**config.mk**
```make
export PLATFORM = sky130hd
export DESIGN_NAME = hc595_frame_ctrl
export DESIGN_NICKNAME = d
export VERILOG_FILES = /design/src/rtl/hc595_frame_ctrl.sv
export SDC_FILE = /design/constraint.sdc
export NUM_CORES = 1
export LEC_CHECK = 0
export ABC_AREA = 0
export BUFFER_PORTS_ARGS = -buffer_cell sky130_fd_sc_hd__buf_2
export CORE_ASPECT_RATIO = 1.25
export CORE_MARGIN = 2
export CORE_UTILIZATION = 45
export CTS_CLUSTER_DIAMETER = 30
export DETAILED_ROUTE_END_ITERATION = 8
export PLACE_DENSITY = 0.65
export SETUP_SLACK_MARGIN = 0.3
export SLEW_MARGIN = 15
export SYNTH_ARGS = -nofsm -noshare
export SYNTH_HDL_FRONTEND = slang
export SYNTH_SLANG_ARGS = --single-unit
```
**constraint.sdc**
```tcl
create_clock -name clk -period 3.1 [get_ports clk]
set_input_delay 0.62 -clock clk [delete_from_list [all_inputs] [get_ports clk]]
set_output_delay 0.62 -clock clk [all_outputs]
set_load 0.005 [all_outputs]
```
**src/rtl/hc595_frame_ctrl.sv**
```systemverilog
// Serializes {seg,sel} MSB-first into two cascaded 74HC595s, then latches; done 33*CLK_DIV+1 cycles after accept.
// in_ready only in IDLE (back-to-back on the done cycle); SKIP_DUP_EN drops frames equal to the last latched one.
module hc595_frame_ctrl #(
  parameter int CLK_DIV = 2,
  parameter int DIV_W   = 8
) (
  input  logic       clk,
  input  logic       rst,
  input  logic       in_valid,
  output logic       in_ready,
  input  logic [7:0] in_sel,
  input  logic [7:0] in_seg,
  output logic       sh_cp,
  output logic       st_cp,
  output logic       ds,
  output logic       busy,
  output logic       done
);

  typedef enum logic [1:0] {IDLE, SHIFT, LATCH} state_t;

  localparam logic [DIV_W-1:0] DIV_LAST = DIV_W'(CLK_DIV - 1);

  state_t           state_q, state_d;
  logic [15:0]      sr_q, sr_d;
  logic [3:0]       bit_cnt_q, bit_cnt_d;
  logic [DIV_W-1:0] div_cnt_q, div_cnt_d;
  logic             sh_cp_q, sh_cp_d;
  logic             st_cp_q, st_cp_d;
  logic             ds_q, ds_d;
  logic             done_q, done_d;
  logic             busy_q, busy_d;
  logic             in_ready_q, in_ready_d;
  logic [15:0]      word;
  logic             div_end;
`ifdef SKIP_DUP_EN
  logic [15:0]      last_word_q, last_word_d;
  logic             last_vld_q, last_vld_d;
`endif

  assign word    = {in_seg, in_sel};
  assign div_end = (div_cnt_q == DIV_LAST);

  always_ff @(posedge clk) begin
    if (rst) begin
      state_q    <= IDLE;
      sr_q       <= '0;
      bit_cnt_q  <= '0;
      div_cnt_q  <= '0;
      sh_cp_q    <= 1'b0;
      st_cp_q    <= 1'b0;
      ds_q       <= 1'b0;
      done_q     <= 1'b0;
      busy_q     <= 1'b0;
      in_ready_q <= 1'b0;
`ifdef SKIP_DUP_EN
      last_word_q <= '0;
      last_vld_q  <= 1'b0;
`endif
    end else begin
      state_q    <= state_d;
      sr_q       <= sr_d;
      bit_cnt_q  <= bit_cnt_d;
      div_cnt_q  <= div_cnt_d;
      sh_cp_q    <= sh_cp_d;
      st_cp_q    <= st_cp_d;
      ds_q       <= ds_d;
      done_q     <= done_d;
      busy_q     <= busy_d;
      in_ready_q <= in_ready_d;
`ifdef SKIP_DUP_EN
      last_word_q <= last_word_d;
      last_vld_q  <= last_vld_d;
`endif
    end
  end

  always_comb begin
    state_d   = state_q;
    sr_d      = sr_q;
    bit_cnt_d = bit_cnt_q;
    div_cnt_d = div_cnt_q;
    sh_cp_d   = sh_cp_q;
    st_cp_d   = st_cp_q;
    ds_d      = ds_q;
    done_d    = 1'b0;
`ifdef SKIP_DUP_EN
    last_word_d = last_word_q;
    last_vld_d  = last_vld_q;
`endif
    case (state_q)
      IDLE: begin
        if (in_valid && in_ready_q) begin
`ifdef SKIP_DUP_EN
          if (last_vld_q && (word == last_word_q)) begin
            done_d = 1'b1;
          end else
`endif
          begin
            sr_d      = word;
            ds_d      = word[15];
            bit_cnt_d = 4'd0;
            div_cnt_d = '0;
            state_d   = SHIFT;
          end
        end
      end
      SHIFT: begin
        if (!div_end) begin
          div_cnt_d = div_cnt_q + DIV_W'(1);
        end else begin
          div_cnt_d = '0;
          if (!sh_cp_q) begin
            sh_cp_d = 1'b1;
          end else if (bit_cnt_q == 4'd15) begin
            sh_cp_d = 1'b0;
            st_cp_d = 1'b1;
            state_d = LATCH;
`ifdef SKIP_DUP_EN
            // The register rotates, so one more rotation restores the original word.
            last_word_d = {sr_q[14:0], sr_q[15]};
            last_vld_d  = 1'b1;
`endif
          end else begin
            sh_cp_d   = 1'b0;
            sr_d      = {sr_q[14:0], sr_q[15]};
            ds_d      = sr_q[14];
            bit_cnt_d = bit_cnt_q + 4'd1;
          end
        end
      end
      LATCH: begin
        if (!div_end) begin
          div_cnt_d = div_cnt_q + DIV_W'(1);
        end else begin
          div_cnt_d = '0;
          st_cp_d   = 1'b0;
          done_d    = 1'b1;
          state_d   = IDLE;
        end
      end
      default: state_d = IDLE;
    endcase
    busy_d     = (state_d != IDLE);
    in_ready_d = (state_d == IDLE);
  end

  assign sh_cp    = sh_cp_q;
  assign st_cp    = st_cp_q;
  assign ds       = ds_q;
  assign done     = done_q;
  assign busy     = busy_q;
  assign in_ready = in_ready_q;

endmodule

```
==> flow_summary.toml, run 1 <==
[route]
ant_nets = 0
drt_first_pass_iters = 4
vias = 1514
wl_per_cell_microns = 14.8
wirelength_microns = 3760
vias_per_cell = 5.96
drt_iter0_drc = 63
drc = 0

[sta]
period_share_pct = 73.1
fin_ws_ns = 0.833
setup_tns_ns = 0
max_freq_ghz = 0.441
slew_headroom_pct = 59.3
timing.final.crit_period_ns = 2.27
rsz0062_at_grt = "no"
setup_viol = 0
worstMarginPinSlew_ns = 0.610
final.setup_skew_ns = 0.00417
hold_viol = 0
maxSlewViolCount = 0

[logic_synthesis]
avgSynthCellArea_sq_um = 9.00
async_reset_ff_share_pct = 0
yosys_most_used_dff = "dfxtp_1"
syn_inst = 194
syn_area_sq_um = 1750
ys_warn_count = 0
synth-edff-count = 0
synth_top_area_cell = "dfxtp_1"
synth_area_leaders = "dfxtp_1 40%, mux2i_1 9.2%, a211oi_1 7.3%, a21oi_1 6.3%, ha_1 5.0%"
synth_common_cells = "35 x dfxtp_1, 22 x a21oi_1, 17 x a211oi_1"
synth_cell_type_count = 34
netlist.area_leader.share_pct = 40.1
ys_seq_area_share_pct = 40.1
synth_most_common_cell = "dfxtp_1"
synth_fp_nets = 220
ys_ff_latch = 35

[global_route]
grt_max_degree = 28
antenna_found_initial = 0
grt_pass1_wl_microns = 6510
grt_use_total_pct = 19.6
grt-ovfl-total = 0
grt_pass1_vias = 1490

[worst_hold_path]
min-delay-start = "st_cp"
worstHoldPathType = "reg2reg"

[clocking]
post_cts_resized = 0
cts-root-buf = "clkbuf_8"
cts_made_buffers = 5
cts_tree = "yes"
post-cts-setup-buffers = 0
clkTransAtPathRegs_ns = 0.07
cts_buffer_depth = 2
cts_num_sinks = 35
ctsHoldBuffers = 0
htreeDepth = 2
clkLatencyLatePin_ns = 0.29

[finish]
fin_cells = 254
syn_to_final_growth_pct = 12.9
fin_nets = 240
drive_above_1_share_pct = 17.8
n_antenna_cell = 0
utilization_pct = 52.5

[floorplanning]
row_count = 25
die_h_microns = 73.7
initial_core_util_pct = 46.5
ioPinCount = 25
die_w_microns = 59.7
die_area_sq_um = 4400
coreArea_sq_um = 3750

[flow_run]
drv_cap = 0

[pwr]
leakagePower_nw = 0.729
ir_drop_v = 0.000315
finalPower_mw = 1.11
pwr-share-seq_pct = 47.8
power.internal_mw = 0.777
switchingPower_mw = 0.331
p_per_area_nw_per_um2 = 562
combPwrFrac_pct = 22.1
clkPwrFrac_pct = 30.1
p_sw_share_pct = 29.9

[placed_design]
dp_cells = 247
portBuffers = 24
dpl.hpwl_microns = 2590
gp_congestion = 0.786
post-place-ws_ns = 0.879

[worst_setup_path]
path_class = "reg2reg"
critical_path.max_stage_delay_ns = 0.56
rrSetupSlack_ns = 0.83
path_cells = "ha_1 -> or4b_1 -> or4_1 -> a32o_1 -> a211oi_2"
r2r-start = "div_cnt_q[0]"
arrival_ns = 2.47
critPathLaunch = "div_cnt_q[0]"
end_kind = "flop"
crit_fanout = 7
worstPathRequired_ns = 3.31
crit_path_top_delay_cell = "or4_1"
worstSetupStartpointType = "flop"

[status]
outcome = "completed"
==> state kept, by name, summed over array words and instances, names as in the netlist <==
name / cells
st_cp: 1
done: 1
in_ready: 1
sh_cp: 1
bit_cnt_q: 4
busy: 1
state_q: 2
sr_q: 16
div_cnt_q: 8
==> area by class of cell <==
class	instances	area, sq um
fillers	357	1780
multi-input cells	138	965
flip-flops and latches	35	701
repair buffers	27	143
clock buffers	6	82.6
well taps	40	50.0
inverters	7	26.3
clock inverters	1	5.00
==> placed cells by master (no fill, tap or decap), types with 2 or more instances in the layout <==
cell type and instances:
nor4_1 5, or3_1 2, buf_4 3, nor2_1 14, a21o_1 2, clkbuf_8 6
mux2i_1 16, ha_1 7, xnor2_1 8, or4_1 2, nand4_1 4, inv_1 7
o21ai_0 6, nor4b_1 3, nor3_1 7, and3_1 2, nand3_1 5, buf_2 24
a21oi_1 22, mux2_2 2, dfxtp_1 35, nand2_1 3, a211oi_1 17
==> worst max-delay path, delay by kind of cell (launching register included) <==
kind                       cells  cell delay (ns)
AOI/OAI and AO/OA              2             0.49
adders and majority gates      1             0.19
DFF                            1             0.40
and+or+nand+nor                2             1.11
==> cell families (layout without fill, tap and decap cells) <==
family / after synthesis / count (layout) / share of synthesized area [%]
and+or+nand+nor: 50 / 50 / 15.5
adders and majority gates: 7 / 7 / 5.01
buffers and inverters: 21 / 41 / 4.66
AOI/OAI and AO/OA: 55 / 55 / 20.3
xor gates and xnor gates: 8 / 8 / 4.01
muxes: 18 / 18 / 10.5
DFF: 35 / 35 / 40.1
==> final timing paths <==
kind | depth (start not counted) | to
max | 5 | busy
min | 2 | st_cp
max reg2reg | 5 | busy
min reg2reg | 2 | st_cp
==> layer usage <==
metal | GRT usage [%] | vias up | share of wire (%)
met5 | 0 | - | 0
met4 | 9.38 | 0 | 2.4
met3 | 4.93 | 9 | 4.1
met2 | 33.0 | 35 | 49
met1 | 22.7 | 719 | 44
li1 | - | 751 | -
==> through the flow <==
| step | hold WS [ns] | instance area (sq um) |
|---|---|---|
| finish | 0.486 | 1970 |
| global route | 0.530 | 1970 |
| CTS | 0.483 | 1970 |
| detailed placement | 0.465 | 1880 |
| global placement | 0.469 | 1880 |
| floorplan | 0.461 | 1750 |
==> power by group through the flow <==
stage / clock network [mW] / registers (mW) / logic (mW)
6_report: 0.333 / 0.530 / 0.245
5_1_grt: 0.359 / 0.536 / 0.276
4_1_cts: 0.347 / 0.530 / 0.245
3_5_place_dp: 0 / 0.539 / 0.242
3_3_place_gp: 0 / 0.537 / 0.235
2_1_floorplan: 0 / 0.532 / 0.185
(Power assumes the default switching activity.)
==> run 2: changes to the inputs <==
- clock period: 3.1 -> 2.2 ns (I/O delays scaled with it)
==> run 2 against run 1 <==
Effect of this change:
- worst hold slack lost 0.0075 ns
- worst setup slack lost 0.59 ns
- core utilization grew 8.0 points
- combinational power grew 91%
- critical path type unchanged
- maximum frequency grew 16%
- critical endpoint is now in_ready
- routed wire length grew 13%
- highest routed layer unchanged
==> flow_summary.toml, run 2 (synthesis results as in run 1) <==
[status]
outcome = "completed"

[global_route]
grt-ovfl-total = 0
grt_pass1_vias = 1522
grt_use_total_pct = 20.4
grt_pass1_wl_microns = 6870
antenna_found_initial = 0
grt_max_degree = 18

[sta]
timing.final.crit_period_ns = 1.96
worstMarginPinSlew_ns = 0.443
maxSlewViolCount = 0
setup_tns_ns = 0
hold_viol = 0
period_share_pct = 89.2
setup_viol = 0
rsz0062_at_grt = "yes"
max_freq_ghz = 0.510
slew_headroom_pct = 70.5
final.setup_skew_ns = 0.0110

[route]
wl_per_cell_microns = 15.9
ant_nets = 0
wirelength_microns = 4260
vias_per_cell = 5.98
vias = 1603
drc = 0
drt_iter0_drc = 76
drt_first_pass_iters = 4

[finish]
n_antenna_cell = 0
final_common_cell = "dfxtp_1"
fin_nets = 253
drive_above_1_share_pct = 34.6
regMostFlops = "sr_q"
final_cell_mix = "32 x dfxtp_1, 24 x buf_2, 21 x a21oi_1, 16 x mux2i_1, 14 x nor2_1"
largest_reg_flops = 16
top_regs = "sr_q x16, div_cnt_q x8, bit_cnt_q x4"
syn_to_final_growth_pct = 30.0
utilization_pct = 60.5

[worst_setup_path]
path_cells = "inv_2 -> ha_4 -> or4b_4 -> or4_1 -> a32o_2 -> a22o_1"
cp_num_buf_inv = 1
path_delay_family = "simple AND/OR/NAND/NOR gates"
end_kind = "flop"
path_class = "reg2reg"
arrival_ns = 2.14
worstSetupStartpointType = "flop"
reg2reg_to = "in_ready"
worstPathRequired_ns = 2.38
crit_fanout = 3
critical_path.max_stage_delay_ns = 0.48
rrSetupSlack_ns = 0.24
crit_path_top_delay_cell = "or4b_4"
r2r-start = "div_cnt_q[1]"
rr_worst_depth = 6

[floorplanning]
die_area_sq_um = 4400
initial_core_util_pct = 46.5
row_count = 25
die_h_microns = 73.7
die_w_microns = 59.7
coreArea_sq_um = 3750
ioPinCount = 25

[pwr]
finalPower_mw = 1.83
ir_drop_v = 0.000554
p_per_area_nw_per_um2 = 805
power.internal_mw = 1.30
leakagePower_nw = 0.843
combPwrFrac_pct = 25.7
pwr-share-seq_pct = 41.0
p_sw_share_pct = 29.1
clkPwrFrac_pct = 33.4
switchingPower_mw = 0.531

[worst_hold_path]
min_path_cells = 3
worstHoldPathType = "in2reg"
min_to = "sr_q[14]"
min-delay-start = "in_seg[6]"

[clocking]
cts_made_buffers = 5
htreeDepth = 2
cts_num_sinks = 35
clkTransAtPathRegs_ns = 0.08
cts-root-buf = "clkbuf_8"
cts_buffer_depth = 2
ctsHoldBuffers = 0
cts_tree = "yes"
clkLatencyLatePin_ns = 0.29

[placed_design]
dpl.hpwl_microns = 2740
gp_congestion = 0.847
portBuffers = 24

[flow_run]
drv_cap = 0
-- run 2: cell type report --
cell class	instances	area (sq um)
multi-input cells	138	1120
inverters	7	26.3
flip-flops and latches	35	704
well taps	40	50.0
clock buffers	6	82.6
fillers	318	1480
repair buffers	40	251
clock inverters	2	38.8
-- run 2: metal layers --
layer	up-vias	track usage (%)	routed length (microns)
li1	786	-	-
met5	-	0	0
met1	772	24.1	1770
met3	10	4.58	151
met4	0	9.38	107
met2	35	34.5	2230
-- run 2: stage by stage --
stage | hold WS (ns) | worst slack (ns) | instance area [sq um] | std cells
after floorplan | 0.461 | 0.133 | 1750 | 194
after global placement | 0.465 | 0.133 | 1920 | 251
after detailed placement | 0.485 | 0.0873 | 1920 | 251
after CTS | 0.478 | 0.163 | 2090 | 262
after global routing | 0.488 | 0.145 | 2270 | 268
final | 0.479 | 0.239 | 2270 | 268
-- run 2: worst max path at each step --
stage	startpoint	cells after the start	endpoint
floorplan	div_cnt_q[1]	7	in_ready
global placement	div_cnt_q[1]	6	in_ready
detailed placement	div_cnt_q[1]	6	busy
CTS	div_cnt_q[1]	6	in_ready
global route	bit_cnt_q[0]	5	busy
finish	div_cnt_q[1]	6	in_ready
-- run 2: power by group through the flow --
stage / Sequential [mW] / Combinational (mW) / Clock [mW]
finish: 0.749 / 0.469 / 0.610
global route: 0.757 / 0.513 / 0.649
CTS: 0.745 / 0.382 / 0.622
detailed placement: 0.760 / 0.350 / 0
global placement: 0.756 / 0.341 / 0
floorplan: 0.750 / 0.261 / 0
-- run 2: repair_timing --
item | 4_1_cts | 5_1_grt
pin swaps | 3 | 8
gates cloned | 0 | 1
gates resized for setup | 9 | 28
setup buffers | 3 | 5
setup endpoints to repair | 31 | 33
-- run 2: worst register-to-register path: stages, from the launching register on --
cell	delay [ns]
dfxtp_2	0.33
inv_2	0.06
ha_4	0.12
or4b_4	0.48
or4_1	0.43
a32o_2	0.27
a22o_1	0.19
==> run 3: changes to the inputs <==
- CELL_PAD_IN_SITES_DETAIL_PLACEMENT: unset -> 0
- CELL_PAD_IN_SITES_GLOBAL_PLACEMENT: unset -> 2
- CORE_UTILIZATION: 45 -> 34
- PLACE_DENSITY: 0.65 -> unset
- PLACE_DENSITY_LB_ADDON: unset -> 0.1
==> run 3 against run 2 <==
Effect of this change:
- sequential power fell by 0.5%
- die area rose by 30%
- design area decreased by 5.4%
- critical endpoint unchanged
- via count shrank 4.4%
- clock skew shrank 0.0052 ns
- worst setup slack worse by 0.030 ns
- sequential share of layout area rose by 1.8 points
- register-to-register slack lost 0.03 ns
- non-clock buffer count fell by 5
==> flow_summary.toml, run 3 (synthesis results as in run 1) <==
[status]
outcome = "completed"

[sta]
worstMarginPinSlew_ns = 0.411
setup_tns_ns = 0
final.setup_skew_ns = 0.00588
period_share_pct = 90.5
max_freq_ghz = 0.502
rsz0062_at_grt = "yes"
maxSlewViolCount = 0
slew_headroom_pct = 72.6
hold_viol = 0
setup_viol = 0
timing.final.crit_period_ns = 1.99

[worst_setup_path]
crit_fanout = 3
path_cells = "inv_2 -> ha_4 -> or4b_4 -> or4_1 -> a32o_2 -> a22o_1"
end_kind = "flop"
worstPathRequired_ns = 2.38
path_class = "reg2reg"
path_delay_family = "simple AND/OR/NAND/NOR gates"
critical_path.max_stage_delay_ns = 0.51
worstSetupStartpointType = "flop"
cp_num_buf_inv = 1
arrival_ns = 2.18
crit_path_top_delay_cell = "or4_1"

[route]
ant_nets = 0
drc = 0
drt_iter0_drc = 91
vias = 1533
drt_first_pass_iters = 4
wirelength_microns = 4190
vias_per_cell = 5.38
wl_per_cell_microns = 14.7

[clocking]
clkTransAtPathRegs_ns = 0.07
clkLatencyLatePin_ns = 0.29
cts_made_buffers = 5
cts_tree = "yes"
cts_num_sinks = 35
cts-root-buf = "clkbuf_8"
cts_buffer_depth = 2
htreeDepth = 2

[global_route]
antenna_found_initial = 0
grt-ovfl-total = 0
grt_pass1_wl_microns = 7160
grt_use_total_pct = 16.1
grt_pass1_vias = 1541
grt_max_degree = 20

[finish]
final_cell_mix = "32 x dfxtp_1, 24 x buf_2, 21 x a21oi_1, 16 x mux2i_1, 16 x a211oi_1"
n_antenna_cell = 0
drive_above_1_share_pct = 28.7
fin_nets = 248
final_common_cell = "dfxtp_1"
n_fill_cell = 518
top_regs = "sr_q x16, div_cnt_q x8, bit_cnt_q x4"
syn_to_final_growth_pct = 23.0
utilization_pct = 42.9
largest_reg_flops = 16
regMostFlops = "sr_q"

[worst_hold_path]
worstHoldPathType = "reg2reg"

[placed_design]
portBuffers = 24
dpl.hpwl_microns = 2940
gp_congestion = 0.789

[floorplanning]
initial_core_util_pct = 34.9
coreArea_sq_um = 5010
die_area_sq_um = 5730
row_count = 29
ioPinCount = 25
die_w_microns = 68.1
die_h_microns = 84.1

[flow_run]
drv_cap = 0

[pwr]
leakagePower_nw = 0.776
ir_drop_v = 0.000336
p_per_area_nw_per_um2 = 753
run 3: report_power, final:
group	internal (mW)	switching, mW
Combinational	0.190	0.226
Clock	0.221	0.236
Sequential	0.704	0.0409
Total	1.11	0.503
run 3: timing repair:
| action | CTS | global route |
|---|---|---|
| gates resized for setup | 10 | 14 |
| setup buffers | 2 | 0 |
| pin swaps | 1 | 4 |
| endpoints found under the setup margin | 28 | 30 |
| gates cloned | 0 | 1 |
| hold buffers | 0 | 0 |
run 3: layer usage:
metal / vias to the layer above / wire length [microns] / GRT usage (%)
met5: - / 0 / 0
li1: 773 / - / -
met4: 0 / 54 / 4.91
met1: 733 / 1770 / 18.2
met3: 5 / 141 / 4.16
met2: 22 / 2230 / 28.8
run 3: through the flow:
step | worst slack (ns) | area (sq um) | hold WS [ns] | total power [mW] | instances
global route | 0.154 | 2150 | 0.485 | 1.72 | 285
detailed placement | 0.144 | 1950 | 0.478 | 1.12 | 274
floorplan | 0.133 | 1750 | 0.461 | 1.01 | 194
CTS | 0.188 | 2090 | 0.479 | 1.61 | 284
finish | 0.208 | 2150 | 0.480 | 1.62 | 285
global placement | 0.174 | 1950 | 0.457 | 1.11 | 274
run 3: worst reg2reg max path, stage by stage, from the launching register on:
cell	delay, ns
dfxtp_2	0.33
inv_2	0.06
ha_4	0.11
or4b_4	0.45
or4_1	0.51
a32o_2	0.26
a22o_1	0.18
run 3: final timing paths:
path | slack [ns] | start | end | cells after the start
worst max-delay path | 0.21 | div_cnt_q[1] | in_ready | 6
worst max register to register | 0.21 | div_cnt_q[1] | in_ready | 6
worst min-delay path | 0.48 | st_cp | st_cp | 2
worst min register to register | 0.48 | st_cp | st_cp | 2
run 3: final cells by class:
| cell class | count | area, sq um | area share, % |
|---|---|---|---|
| tap | 62 | 77.6 | 3.61 |
| inverter | 7 | 26.3 | 1.22 |
| clock buffer | 6 | 72.6 | 3.38 |
| sequential | 35 | 704 | 32.8 |
| timing repair buffer | 35 | 210 | 9.78 |
| multi-input combinational | 138 | 1040 | 48.6 |
| clock inverter | 2 | 12.5 | 0.582 |
